`src/rtl/ex_pkg.sv`:
```
// ex_pkg: shared types and constants for the execute stage with the
// iterative RV32M multiply/divide unit.
package ex_pkg;

  typedef enum logic [3:0] {
    ALU_ADD    = 4'd0,
    ALU_SUB    = 4'd1,
    ALU_SLL    = 4'd2,
    ALU_SLT    = 4'd3,
    ALU_SLTU   = 4'd4,
    ALU_XOR    = 4'd5,
    ALU_SRL    = 4'd6,
    ALU_SRA    = 4'd7,
    ALU_OR     = 4'd8,
    ALU_AND    = 4'd9,
    ALU_PASS_B = 4'd10
  } alu_op_e;

  // Encoding follows the RV32M funct3 field.
  typedef enum logic [2:0] {
    MUL    = 3'd0,
    MULH   = 3'd1,
    MULHSU = 3'd2,
    MULHU  = 3'd3,
    DIV    = 3'd4,
    DIVU   = 3'd5,
    REM    = 3'd6,
    REMU   = 3'd7
  } md_op_e;

  typedef enum logic [1:0] {
    IDLE = 2'd0,
    RUN  = 2'd1,
    DONE = 2'd2
  } md_state_e;

  // Division by zero: every quotient bit takes this value (all-ones).
  localparam logic DIV_ZERO_QUOT_BIT = 1'b1;
  // Signed overflow: quotient is the most negative value (this MSB, rest 0),
  // remainder has every bit equal to OVF_REM_BIT.
  localparam logic OVF_QUOT_MSB = 1'b1;
  localparam logic OVF_REM_BIT  = 1'b0;

  function automatic logic op_is_mul(input md_op_e op);
    return op inside {MUL, MULH, MULHSU, MULHU};
  endfunction

  function automatic logic op_a_signed(input md_op_e op);
    return op inside {MULH, MULHSU, DIV, REM};
  endfunction

  function automatic logic op_b_signed(input md_op_e op);
    return op inside {MULH, DIV, REM};
  endfunction

endpackage

```
`src/rtl/ex_stage_md_if.sv`:
```
// ex_stage_md_if: ID/EX bundle feeding the execute stage. The master side
// (ID/EX register) drives operands and control; EX answers with busy.
interface ex_stage_md_if
  import ex_pkg::*;
#(
  parameter int XLEN  = 32,
  parameter int NFWD  = 2,
  parameter int RADDR = 5
) ();
  localparam int SELW = $clog2(NFWD + 1);

  logic                 valid;
  logic                 busy;
  logic [XLEN-1:0]      rs1;
  logic [XLEN-1:0]      rs2;
  logic [XLEN-1:0]      imm;
  logic [XLEN-1:0]      pc;
  logic [XLEN-1:0]      pc4;
  logic [NFWD*XLEN-1:0] fwd_data;
  logic [SELW-1:0]      a_fwd_sel;
  logic [SELW-1:0]      b_fwd_sel;
  logic                 a_sel;
  logic                 b_sel;
  alu_op_e              alu_op;
  logic                 md_en;
  md_op_e               md_op;
  logic                 br_un;
  logic [RADDR-1:0]     rd;
  logic                 regwen;
  logic                 memrw;
  logic [1:0]           wbsel;

  modport master (
    output valid, rs1, rs2, imm, pc, pc4, fwd_data, a_fwd_sel, b_fwd_sel,
           a_sel, b_sel, alu_op, md_en, md_op, br_un, rd, regwen, memrw, wbsel,
    input  busy
  );

  modport slave (
    input  valid, rs1, rs2, imm, pc, pc4, fwd_data, a_fwd_sel, b_fwd_sel,
           a_sel, b_sel, alu_op, md_en, md_op, br_un, rd, regwen, memrw, wbsel,
    output busy
  );

endinterface

```
`src/rtl/md_unit.sv`:
```
// md_unit: RV32M multiply/divide. Operands are reduced to magnitudes on
// acceptance, iterated one bit per cycle (shift-add multiply, restoring
// divide) and the sign is restored in DONE.
// Build option EX_FAST_MUL_EN: multiplies become single-cycle combinational.
module md_unit
  import ex_pkg::*;
#(
  parameter int XLEN = 32
) (
  input  logic            clk_i,
  input  logic            rst_i,
  input  logic            valid_i,
  input  logic            md_en_i,
  input  md_op_e          md_op_i,
  input  logic            flush_i,
  input  logic            enable_i,
  input  logic [XLEN-1:0] a_i,
  input  logic [XLEN-1:0] b_i,
  output logic            busy_o,
  output logic            res_valid_o,
  output logic [XLEN-1:0] res_o
);
  localparam int CNTW = $clog2(XLEN + 1);

  md_state_e         state_q, state_d;
  logic [CNTW-1:0]   cnt_q;
  logic [2*XLEN-1:0] acc_q;
  logic [XLEN-1:0]   opnd_q;
  md_op_e            op_q;
  logic              neg_q, div_zero_q, ovf_q;

  logic              sa, sb, is_mul, is_rem, ovf_in, start, fast;
  logic [XLEN-1:0]   mag_a, mag_b;
  logic [XLEN:0]     mul_sum, rem_shift, rem_diff;
  logic [2*XLEN-1:0] prod_fix, fast_fix;
  logic [XLEN-1:0]   q_fix, r_fix, iter_res;

  // Decode the incoming op: operand signs, magnitudes and special cases.
  always_comb begin
    is_mul = op_is_mul(md_op_i);
    is_rem = md_op_i inside {REM, REMU};
    sa     = op_a_signed(md_op_i) & a_i[XLEN-1];
    sb     = op_b_signed(md_op_i) & b_i[XLEN-1];
    mag_a  = sa ? -a_i : a_i;
    mag_b  = sb ? -b_i : b_i;
    ovf_in = (md_op_i inside {DIV, REM}) &&
             (a_i == {1'b1, {(XLEN-1){1'b0}}}) && (b_i == {XLEN{1'b1}});
  end

`ifdef EX_FAST_MUL_EN
  // Single-cycle multiplier on magnitudes, sign restored immediately.
  always_comb begin
    fast     = md_en_i & is_mul;
    fast_fix = {{XLEN{1'b0}}, mag_a} * {{XLEN{1'b0}}, mag_b};
    if (sa ^ sb) fast_fix = -fast_fix;
  end
`else
  // Every M op goes through the iterative path.
  always_comb begin
    fast     = 1'b0;
    fast_fix = '0;
  end
`endif

  // Handshake, next state and one iteration step of the datapath.
  always_comb begin
    start     = (state_q == IDLE) & valid_i & md_en_i & ~fast & ~flush_i;
    busy_o    = ((state_q == IDLE) & valid_i & md_en_i & ~fast) | (state_q == RUN);
    mul_sum   = {1'b0, acc_q[2*XLEN-1:XLEN]} + (acc_q[0] ? {1'b0, opnd_q} : '0);
    rem_shift = acc_q[2*XLEN-1:XLEN-1];
    rem_diff  = rem_shift - {1'b0, opnd_q};
    state_d   = state_q;
    case (state_q)
      IDLE:    if (start) state_d = RUN;
      RUN:     if (flush_i) state_d = IDLE;
               else if (cnt_q == CNTW'(1)) state_d = DONE;
      DONE:    if (flush_i || enable_i) state_d = IDLE;
      default: state_d = IDLE;
    endcase
  end

  // FSM state, counter and operand/accumulator registers.
  always_ff @(posedge clk_i or posedge rst_i) begin
    if (rst_i) begin
      state_q    <= IDLE;
      cnt_q      <= '0;
      acc_q      <= '0;
      opnd_q     <= '0;
      op_q       <= MUL;
      neg_q      <= 1'b0;
      div_zero_q <= 1'b0;
      ovf_q      <= 1'b0;
    end else begin
      state_q <= state_d;
      if (start) begin
        op_q       <= md_op_i;
        cnt_q      <= CNTW'(XLEN);
        opnd_q     <= is_mul ? mag_a : mag_b;
        acc_q      <= {{XLEN{1'b0}}, (is_mul ? mag_b : mag_a)};
        neg_q      <= is_rem ? sa : (sa ^ sb);
        div_zero_q <= ~is_mul & (b_i == '0);
        ovf_q      <= ovf_in;
      end else if (state_q == RUN && !flush_i) begin
        cnt_q <= cnt_q - CNTW'(1);
        if (op_is_mul(op_q))
          acc_q <= {mul_sum, acc_q[XLEN-1:1]};
        else if (rem_diff[XLEN])
          acc_q <= {rem_shift[XLEN-1:0], acc_q[XLEN-2:0], 1'b0};
        else
          acc_q <= {rem_diff[XLEN-1:0], acc_q[XLEN-2:0], 1'b1};
      end
    end
  end

  // Sign fix-up and special-case selection of the final result.
  always_comb begin
    prod_fix = neg_q ? -acc_q : acc_q;
    q_fix    = neg_q ? -acc_q[XLEN-1:0] : acc_q[XLEN-1:0];
    r_fix    = neg_q ? -acc_q[2*XLEN-1:XLEN] : acc_q[2*XLEN-1:XLEN];
    iter_res = '0;
    case (op_q)
      MUL:                 iter_res = prod_fix[XLEN-1:0];
      MULH, MULHSU, MULHU: iter_res = prod_fix[2*XLEN-1:XLEN];
      DIV, DIVU: begin
        if (div_zero_q)  iter_res = {XLEN{DIV_ZERO_QUOT_BIT}};
        else if (ovf_q)  iter_res = {OVF_QUOT_MSB, {(XLEN-1){1'b0}}};
        else             iter_res = q_fix;
      end
      REM, REMU: begin
        if (ovf_q)       iter_res = {XLEN{OVF_REM_BIT}};
        else             iter_res = r_fix;
      end
      default:             iter_res = '0;
    endcase
    res_valid_o = (state_q == DONE) | fast;
    res_o       = fast ? (md_op_i == MUL ? fast_fix[XLEN-1:0] : fast_fix[2*XLEN-1:XLEN])
                       : iter_res;
  end

endmodule

```
`src/rtl/ex_stage_md.sv`:
```
// ex_stage_md: execute stage between ID/EX and MEM. Forwarding muxes, ALU,
// branch comparator, the md_unit and the EX/MEM pipeline register.
// Build option EX_FAST_MUL_EN (see md_unit): single-cycle multiplies.
module ex_stage_md
  import ex_pkg::*;
#(
  parameter int XLEN  = 32,
  parameter int NFWD  = 2,
  parameter int RADDR = 5
) (
  input  logic             clk_i,
  input  logic             rst_i,
  input  logic             enable_i,
  input  logic             flush_i,
  ex_stage_md_if.slave     id_ex,
  output logic             br_eq_o,
  output logic             br_lt_o,
  output logic [XLEN-1:0]  alu_o,
  output logic [XLEN-1:0]  result_mem_o,
  output logic [XLEN-1:0]  rs2_mem_o,
  output logic [XLEN-1:0]  pc4_mem_o,
  output logic [RADDR-1:0] rd_mem_o,
  output logic             regwen_mem_o,
  output logic             memrw_mem_o,
  output logic [1:0]       wbsel_mem_o,
  output logic             valid_mem_o
);
  localparam int SELW = $clog2(NFWD + 1);
  localparam int SHW  = $clog2(XLEN);

  logic [XLEN-1:0] fwd_a, fwd_b, alu_a, alu_b, md_res;
  logic [SHW-1:0]  shamt;
  logic            md_busy, md_res_valid;

  // Forwarding network: select 0 is the register file, k is source k.
  always_comb begin
    fwd_a = id_ex.rs1;
    fwd_b = id_ex.rs2;
    for (int k = 1; k <= NFWD; k++) begin
      if (id_ex.a_fwd_sel == SELW'(k)) fwd_a = id_ex.fwd_data[(k-1)*XLEN +: XLEN];
      if (id_ex.b_fwd_sel == SELW'(k)) fwd_b = id_ex.fwd_data[(k-1)*XLEN +: XLEN];
    end
  end

  // ALU operand selection and the ALU proper.
  always_comb begin
    alu_a = id_ex.a_sel ? id_ex.pc : fwd_a;
    alu_b = id_ex.b_sel ? id_ex.imm : fwd_b;
    shamt = alu_b[SHW-1:0];
    alu_o = '0;
    case (id_ex.alu_op)
      ALU_ADD:    alu_o = alu_a + alu_b;
      ALU_SUB:    alu_o = alu_a - alu_b;
      ALU_SLL:    alu_o = alu_a << shamt;
      ALU_SLT:    alu_o = {{(XLEN-1){1'b0}}, ($signed(alu_a) < $signed(alu_b))};
      ALU_SLTU:   alu_o = {{(XLEN-1){1'b0}}, (alu_a < alu_b)};
      ALU_XOR:    alu_o = alu_a ^ alu_b;
      ALU_SRL:    alu_o = alu_a >> shamt;
      ALU_SRA:    alu_o = $unsigned($signed(alu_a) >>> shamt);
      ALU_OR:     alu_o = alu_a | alu_b;
      ALU_AND:    alu_o = alu_a & alu_b;
      ALU_PASS_B: alu_o = alu_b;
      default:    alu_o = '0;
    endcase
  end

  // Branch comparator on the forwarded register operands.
  always_comb begin
    br_eq_o = (fwd_a == fwd_b);
    br_lt_o = id_ex.br_un ? (fwd_a < fwd_b) : ($signed(fwd_a) < $signed(fwd_b));
  end

  md_unit #(.XLEN(XLEN)) u_md (
    .clk_i       (clk_i),
    .rst_i       (rst_i),
    .valid_i     (id_ex.valid),
    .md_en_i     (id_ex.md_en),
    .md_op_i     (id_ex.md_op),
    .flush_i     (flush_i),
    .enable_i    (enable_i),
    .a_i         (fwd_a),
    .b_i         (fwd_b),
    .busy_o      (md_busy),
    .res_valid_o (md_res_valid),
    .res_o       (md_res)
  );

  assign id_ex.busy = md_busy;

  // EX/MEM register: bubbles on flush or while md is busy, otherwise loads.
  always_ff @(posedge clk_i or posedge rst_i) begin
    if (rst_i) begin
      result_mem_o <= '0;
      rs2_mem_o    <= '0;
      pc4_mem_o    <= '0;
      rd_mem_o     <= '0;
      regwen_mem_o <= 1'b0;
      memrw_mem_o  <= 1'b0;
      wbsel_mem_o  <= '0;
      valid_mem_o  <= 1'b0;
    end else if (enable_i) begin
      if (flush_i || md_busy) begin
        valid_mem_o  <= 1'b0;
        regwen_mem_o <= 1'b0;
        memrw_mem_o  <= 1'b0;
      end else begin
        result_mem_o <= md_res_valid ? md_res : alu_o;
        rs2_mem_o    <= fwd_b;
        pc4_mem_o    <= id_ex.pc4;
        rd_mem_o     <= id_ex.rd;
        regwen_mem_o <= id_ex.regwen;
        memrw_mem_o  <= id_ex.memrw;
        wbsel_mem_o  <= id_ex.wbsel;
        valid_mem_o  <= id_ex.valid;
      end
    end
  end

endmodule

```
`src/flat_wrapper.sv`:
```
// flat-port wrapper written by rule: the top's interface ports become plain ports
module ex_stage_md_flat import ex_pkg::*;
#(
  parameter int XLEN  = 32,
  parameter int NFWD  = 2,
  parameter int RADDR = 5
)
  (clk_i, rst_i, enable_i, flush_i, br_eq_o, br_lt_o, alu_o, result_mem_o, rs2_mem_o, pc4_mem_o, rd_mem_o, regwen_mem_o, memrw_mem_o, wbsel_mem_o, valid_mem_o, id_ex_valid, id_ex_rs1, id_ex_rs2, id_ex_imm, id_ex_pc, id_ex_pc4, id_ex_fwd_data, id_ex_a_fwd_sel, id_ex_b_fwd_sel, id_ex_a_sel, id_ex_b_sel, id_ex_alu_op, id_ex_md_en, id_ex_md_op, id_ex_br_un, id_ex_rd, id_ex_regwen, id_ex_memrw, id_ex_wbsel, id_ex_busy);
  ex_stage_md_if #(.XLEN(XLEN), .NFWD(NFWD), .RADDR(RADDR)) id_ex_i ();
  input  logic clk_i;
  input  logic rst_i;
  input  logic enable_i;
  input  logic flush_i;
  output logic br_eq_o;
  output logic br_lt_o;
  output logic [XLEN-1:0] alu_o;
  output logic [XLEN-1:0] result_mem_o;
  output logic [XLEN-1:0] rs2_mem_o;
  output logic [XLEN-1:0] pc4_mem_o;
  output logic [RADDR-1:0] rd_mem_o;
  output logic regwen_mem_o;
  output logic memrw_mem_o;
  output logic [1:0] wbsel_mem_o;
  output logic valid_mem_o;
  input wire logic [$bits(id_ex_i.valid)-1:0] id_ex_valid;
  input wire logic [$bits(id_ex_i.rs1)-1:0] id_ex_rs1;
  input wire logic [$bits(id_ex_i.rs2)-1:0] id_ex_rs2;
  input wire logic [$bits(id_ex_i.imm)-1:0] id_ex_imm;
  input wire logic [$bits(id_ex_i.pc)-1:0] id_ex_pc;
  input wire logic [$bits(id_ex_i.pc4)-1:0] id_ex_pc4;
  input wire logic [$bits(id_ex_i.fwd_data)-1:0] id_ex_fwd_data;
  input wire logic [$bits(id_ex_i.a_fwd_sel)-1:0] id_ex_a_fwd_sel;
  input wire logic [$bits(id_ex_i.b_fwd_sel)-1:0] id_ex_b_fwd_sel;
  input wire logic [$bits(id_ex_i.a_sel)-1:0] id_ex_a_sel;
  input wire logic [$bits(id_ex_i.b_sel)-1:0] id_ex_b_sel;
  input wire logic [$bits(id_ex_i.alu_op)-1:0] id_ex_alu_op;
  input wire logic [$bits(id_ex_i.md_en)-1:0] id_ex_md_en;
  input wire logic [$bits(id_ex_i.md_op)-1:0] id_ex_md_op;
  input wire logic [$bits(id_ex_i.br_un)-1:0] id_ex_br_un;
  input wire logic [$bits(id_ex_i.rd)-1:0] id_ex_rd;
  input wire logic [$bits(id_ex_i.regwen)-1:0] id_ex_regwen;
  input wire logic [$bits(id_ex_i.memrw)-1:0] id_ex_memrw;
  input wire logic [$bits(id_ex_i.wbsel)-1:0] id_ex_wbsel;
  output wire logic [$bits(id_ex_i.busy)-1:0] id_ex_busy;
  assign id_ex_i.valid = id_ex_valid;
  assign id_ex_i.rs1 = id_ex_rs1;
  assign id_ex_i.rs2 = id_ex_rs2;
  assign id_ex_i.imm = id_ex_imm;
  assign id_ex_i.pc = id_ex_pc;
  assign id_ex_i.pc4 = id_ex_pc4;
  assign id_ex_i.fwd_data = id_ex_fwd_data;
  assign id_ex_i.a_fwd_sel = id_ex_a_fwd_sel;
  assign id_ex_i.b_fwd_sel = id_ex_b_fwd_sel;
  assign id_ex_i.a_sel = id_ex_a_sel;
  assign id_ex_i.b_sel = id_ex_b_sel;
  assign id_ex_i.alu_op = id_ex_alu_op;
  assign id_ex_i.md_en = id_ex_md_en;
  assign id_ex_i.md_op = id_ex_md_op;
  assign id_ex_i.br_un = id_ex_br_un;
  assign id_ex_i.rd = id_ex_rd;
  assign id_ex_i.regwen = id_ex_regwen;
  assign id_ex_i.memrw = id_ex_memrw;
  assign id_ex_i.wbsel = id_ex_wbsel;
  assign id_ex_busy = id_ex_i.busy;
  ex_stage_md #(.XLEN(XLEN), .NFWD(NFWD), .RADDR(RADDR)) u_core (.clk_i(clk_i), .rst_i(rst_i), .enable_i(enable_i), .flush_i(flush_i), .id_ex(id_ex_i), .br_eq_o(br_eq_o), .br_lt_o(br_lt_o), .alu_o(alu_o), .result_mem_o(result_mem_o), .rs2_mem_o(rs2_mem_o), .pc4_mem_o(pc4_mem_o), .rd_mem_o(rd_mem_o), .regwen_mem_o(regwen_mem_o), .memrw_mem_o(memrw_mem_o), .wbsel_mem_o(wbsel_mem_o), .valid_mem_o(valid_mem_o));
endmodule
```
`config.mk`:
```
export PLATFORM = sky130hd
export DESIGN_NAME = ex_stage_md_flat
export DESIGN_NICKNAME = d
export VERILOG_FILES = /design/src/rtl/ex_pkg.sv /design/src/rtl/ex_stage_md_if.sv /design/src/rtl/md_unit.sv /design/src/rtl/ex_stage_md.sv /design/src/flat_wrapper.sv
export SDC_FILE = /design/constraint.sdc
export NUM_CORES = 2
export LEC_CHECK = 0
export ABC_CLOCK_PERIOD_IN_PS = 12360
export BUFFER_PORTS_ARGS = -buffer_cell sky130_fd_sc_hd__buf_2
export CAP_MARGIN = 25
export CORE_ASPECT_RATIO = 1.25
export CORE_MARGIN = 2
export CORE_UTILIZATION = 50
export CTS_BUF_LIST = sky130_fd_sc_hd__clkbuf_8
export CTS_CLUSTER_DIAMETER = 60
export DETAILED_ROUTE_END_ITERATION = 10
export GPL_TIMING_DRIVEN = 0
export PLACE_DENSITY = 0.71
export SLEW_MARGIN = 15
export SYNTH_ARGS = -nofsm -noshare
export SYNTH_HDL_FRONTEND = slang
export SYNTH_HIERARCHICAL = 1
export SYNTH_SLANG_ARGS = --single-unit
```
`constraint.sdc`:
```
create_clock -name clk_i -period 12.36 [get_ports clk_i]
set_input_delay 2.472 -clock clk_i [delete_from_list [all_inputs] [get_ports clk_i]]
set_output_delay 2.472 -clock clk_i [all_outputs]
set_load 0.05 [all_outputs]
```
### Yosys cells after proc, flatten, opt, wreduce, memory -nomap -nowiden

Cells that the tools add are included.
W data, S select, Z words.

* flip-flop bits (word level): 216
* latch bits: 0
* RAM bits: 0
* ROM bits: 0
* input bits: 253
* output and inout port bits: 141
* word-level logic and storage cells: 142
* memories: 0

* add/sub/neg operators: 10
* multipliers: 0
* divide/modulo/power cells: 0
* order comparisons: 4
* eq/ne operators: 36
* shift-type cells: 3
* mux-type cells: 36
* bitwise logic cells: 14
* reductions and logical operators: 23

Operators by type and width (count)
* $mux W32: 17
* $pmux W32 S11: 1
* $mux W64: 5
* $lt A32 B32 Y1: 4
* $neg A32 Y32: 4
* $pmux W32 S4: 1
* $eq A32 B32 Y1 const B: 2
* $neg A64 Y64: 1
* $add A32 B32 Y33: 1
* $sub A33 B32 Y33: 1
* $add A32 B32 Y32: 1
* $and A32 B32 Y32: 1
* $eq A32 B32 Y1: 1
* $logic_not A32 Y1: 1
* $or A32 B32 Y32: 1
* $shl A32 B5 Y32: 1
* $shr A32 B5 Y32: 1
* $sshr A32 B5 Y32: 1
* $sub A32 B32 Y32: 1
* $xor A32 B32 Y32: 1
* $eq A3 B3 Y1 const B: 7
* $eq A4 B3 Y1 const B: 4
* $eq A3 B2 Y1 const B: 4
* $eq A4 B4 Y1 const B: 3
* 30 further kinds: 61

### Logic depth before layout (Yosys ltp)

* depth after elaboration: 7
* depth in mapped cells: 23
* depth with buffers taken out: 17

### Hierarchy

Netlist, hierarchy kept.

Modules (own cells, without submodules)
* ex_stage_md: instances 1, cells an instance 2400, area each 17391.7 µm², seq. area each 2652.5 µm²
* md_unit: instances 1, cells an instance 1808, area each 13065.0 µm², seq. area each 2752.6 µm²

### Worst setup path after synthesis

OpenSTA, ideal clock, no wires.

* path type: input -> output
* start point: input id_ex_b_fwd_sel[0]
* end point: output alu_o[16]
* data arrival time: 7.171 ns
* required time: 9.888 ns
* slack: 2.717 ns
* stages on the path: 17
* buffers on the path: 5
* cell sequence: buf_6 buf_2 buf_1 buf_2 mux2_2 o21ai_0 o21ai_0 ha_1 clkbuf_1 inv_1 a21oi_1 nand4_1 a2111oi_2 nor3_1 o22ai_1 nor2_1 o21ai_0

* word-level cells in the longest chain between the ends: 6
* elaborated cells on any way between the ends: 14
* those cells by class: add/sub: 2; eq/ne: 2; shift: 3; mux: 4; bitwise: 3

Ends and longest elaborated chain
* from (decl): RTL line flat_wrapper.sv:33 `input wire logic [$bits(id_ex_i.b_fwd_sel)-1:0] id_ex_b_fwd_sel;`
* $eq A2 B1 Y1: RTL line ex_stage_md.sv:41 `if (id_ex.b_fwd_sel == SELW'(k)) fwd_b = id_ex.fwd_data[(k-1)*XLEN +: XLEN];`
* $mux W32: RTL line ex_stage_md.sv:41
* $mux W32 *: RTL line ex_stage_md.sv:41
* $mux W32 *: RTL line ex_stage_md.sv:48 `alu_b = id_ex.b_sel ? id_ex.imm : fwd_b;`
* $sub A32 B32 Y32 (tied with other cells): RTL line ex_stage_md.sv:53 `ALU_SUB: alu_o = alu_a - alu_b;`
* $pmux W32 S11 *: RTL line ex_stage_md.sv:51 `case (id_ex.alu_op)`
* to (decl): RTL line flat_wrapper.sv:16 `output logic [XLEN-1:0] alu_o;`

Mark *: on every way between the ends. The rest lies on a longest branch, timed or not.

### Worst setup path in the final report

* start point: input id_ex_b_fwd_sel[0]
* end point: output alu_o[24]

The elaborated chain is that of the path after synthesis.

==> qor.yml <==
ys.flop_type: "dfrtp_1"
cp.required_ns: 9.89
rsz0062_at_grt: "false"
gr-total-overflow: 0
dpl_cell_area_sq_mm: 0.03376
start_util_pct: 50.32
ctsRootBufferMaster: "clkbuf_8"
vias: 39670
drt_iter0_markers: 6325
syn_avg_cell_area_sq_um: 7.238
synth_cells: 4208
final.setup.worst_slack_ns: -0.1980
globalplace.congestion: 1.164
path_clk_slew_ns: 0.07
hpwl_um: 145300
ant_nets: 0
synth_edf_count: 0
slew_headroom_pct: 13.11
skew_ns: 0.04766
regArea_sq_mm: 0.005405
final_nets: 5150
rows: 101
critPathMaxStageDelay_ns: 0.98
synth_area_leaders: "dfrtp_1 (18%), mux2i_1 (8.6%), ha_1 (8.1%)"
fill_cells: 5885
clockBufferDepth: 3
drive_gt1_share_pct: 14.46
arrival_ns: 10.09
regToRegSetupSlack_ns: 6.51
max_clock_freq_mhz: 79.63
cp_slowest_cell: "o21ai_1"
place_inst: 5408
hold_class: "register to register"
grt.total_usage_pct: 57.22
synth_cell_type_count: 108
dieArea_sq_mm: 0.06292
cap_violations: 0
drc: 0
grt_pass1_vias: 37320
slew_violations: 0
yosysTopAreaCell: "dfrtp_1"
critPathBufInv: 7
numPortBuffers: 390
final_area_sq_mm: 0.03482
wire_per_inst_um: 33.67
hold_viol: 0
pre_cts_ws_ns: 0.1568
drtPass1Iterations: 11
leakage_uw: 0.01592
coreArea_sq_mm: 0.06053
violations: "negative setup slack"
viasPerCell: 7.203
setup_tns_ns: -0.4004
die_h_um: 279.9
ys_ff_latch: 216
powerDensity_mw_per_mm2: 201.3
period_minus_slack_ns: 12.56
grt_max_degree: 84
crit_type: "input port to primary output"
syn_area_sq_mm: 0.03046
htreeDepth: 2
crit_fanout: 10
crit_chain: "buf_2 > buf_6 > buf_2 > buf_2 > buf_2 > mux2_2 > o21ai_1 > o21ai_0 > ha_1 > clkbuf_1 > nor2_1 > o21ai_0 > nand4_1 > a211oi_1 > nor3_1 > a41oi_1 > a221oi_1 > o221ai_1 > buf_2"
synthToLayoutAreaGrowth_pct: 14.33
antenna_found_initial: 23
final_cells: 5507
synth_nets: 4663
die_w_um: 224.8
path_common_cell: "buf_2"
totalWireLength_um: 185400
synth-seq-area-share_pct: 17.75
grt_pass1_wl_um: 261300
yosysWarnings: 6
outcome: "complete, but fails checks"
cp_top_family: "compound AO/OA/AOI/OAI gates"
final_util_pct: 57.53
multi_input_comb_area_sq_mm: 0.02311
worst_skew_pair.late_latency_ns: 0.61
cts_tree: "yes"
synthArstFlopShare_pct: 100.0
setup_viol: 4
clock_sinks: 216
startpoint_type: "input port"
tightest_slew_ns: 1.295
num_io_pins: 394
period_share_pct: 101.6
cts_buffers: 37
peakVddDrop_mv: 0.09479
netlist.area_leader.share_pct: 17.75
end_kind: "primary output"
synth_stat cells (23+ instances only):
cell type	instances
o221ai_1	52
nor3_1	108
nand2_1	557
o21a_1	28
a31oi_1	37
ha_1	198
a221o_1	36
nor2_1	343
or3_1	34
nand4_1	32
a22oi_1	63
o21bai_1	23
nand3_1	59
dfrtp_1	216
clkbuf_1	213
a21oi_1	346
and2_1	24
o211ai_1	47
and3_1	37
o22ai_1	36
mux2i_1	263
o21ai_0	373
a221oi_1	26
buf_1	27
a21o_1	59
mux2_2	47
buf_2	25
nand2b_1	41
nor4_1	27
inv_1	192
xor2_1	87
xnor2_1	108
o31ai_1	48
a211oi_1	36
nor2b_1	46
repair_timing:
action | CTS | global route
hold buffers | 0 | 0
setup endpoints to repair | 0 | 9
gates resized for setup | 0 | 7
buffers inserted | 0 | 0
layout make-up:
type | count | share of cell area, %
diodes | 18 | 0.1294
plain buffers | 290 | 3.733
clock buffers | 44 | 1.739
clock inverters | 17 | 0.5066
inverters | 199 | 2.195
multi-input cells | 3503 | 66.38
flip-flops and latches | 216 | 15.52
well taps | 772 | 2.774
repair buffers | 448 | 7.021
logic make-up after synthesis:
logic type / after synthesis / synth area share (%)
fa+ha+maj: 203 / 8.430
compound gates: 1392 / 29.67
mux: 320 / 10.83
flops: 216 / 17.75
buf+inv: 489 / 6.737
simple gates: 1393 / 20.98
xor+xnor: 195 / 5.608
path summary, 6_finish.rpt:
check | startpoint | endpoint | cells past startpoint
min in group asynchronous | rst_i | u_core/u_md/acc_q[61]$_DFFE_PP0P_ | 2
hold reg to reg | u_core/pc4_mem_o[3]$_DFFE_PP0P_ | u_core/pc4_mem_o[3]$_DFFE_PP0P_ | 2
max in group asynchronous | rst_i | u_core/rs2_mem_o[21]$_DFFE_PP0P_ | 3
setup / recovery | id_ex_b_fwd_sel[0] | alu_o[24] | 19
setup reg to reg | u_core/u_md/acc_q[31]$_DFFE_PP0P_ | u_core/u_md/acc_q[61]$_DFFE_PP0P_ | 14
hold / removal | u_core/pc4_mem_o[3]$_DFFE_PP0P_ | u_core/pc4_mem_o[3]$_DFFE_PP0P_ | 2
state kept, by name (all words and copies together) (netlist names):
name / cells
u_core/u_md/op_q: 3
u_core/u_md/neg_q: 1
u_core/rs2_mem_o: 32
u_core/rd_mem_o: 5
u_core/u_md/ovf_q: 1
u_core/wbsel_mem_o: 2
u_core/u_md/opnd_q: 32
u_core/u_md/div_zero_q: 1
u_core/memrw_mem_o: 1
u_core/u_md/state_q: 2
u_core/regwen_mem_o: 1
u_core/u_md/acc_q: 64
u_core/result_mem_o: 32
u_core/pc4_mem_o: 32
u_core/u_md/cnt_q: 6
u_core/valid_mem_o: 1
cell usage in the layout, fill, tap and decap left out, types with 107 or more instances in the layout:
cell type  Yosys  layout
ha_1         198     198
a21oi_1      346     343
nor3_1       108     107
mux2i_1      263     256
o21ai_0      373     352
nor2_1       343     342
clkbuf_1     213     211
xnor2_1      108     108
buf_2         25     426
dfrtp_1      216     216
nand2_1      557     557
inv_1        192     193
power by group:
group          switching, uW  internal [uW]
logic                   3470           1520
clock network            343            389
registers                337            947
total                   4150           2860
worst register-to-register path: stages (launching register included):
cell and delay [ns]:
dfrtp_1 0.55, inv_1 0.21, ha_1 0.29, fa_1 0.40
nor2b_1 0.24, o31a_1 0.24, o21ai_0 0.17, o221ai_1 0.65
a31oi_1 0.40, o211ai_1 0.48, xnor2_1 0.26, buf_2 0.43
clkbuf_1 0.65, nand2_1 0.41, o221ai_1 0.37
metrics by stage:
step           hold slack (ns)  total power (uW)
6_report                0.4740              7011
5_1_grt                 0.4972              7238
4_1_cts                 0.4734              6632
3_5_place_dp            0.4563              5880
3_3_place_gp            0.4543              5820
2_1_floorplan           0.4498              4284
metal layers:
| layer | part of all wire [%] | GRT usage [%] |
|---|---|---|
| met2 | 42 | 84.76 |
| met5 | 0.039 | 0.5507 |
| met4 | 13 | 59.62 |
| met1 | 31 | 58.24 |
| met3 | 13 | 25.26 |
No activity file was read; power rests on OpenSTA's default activity.
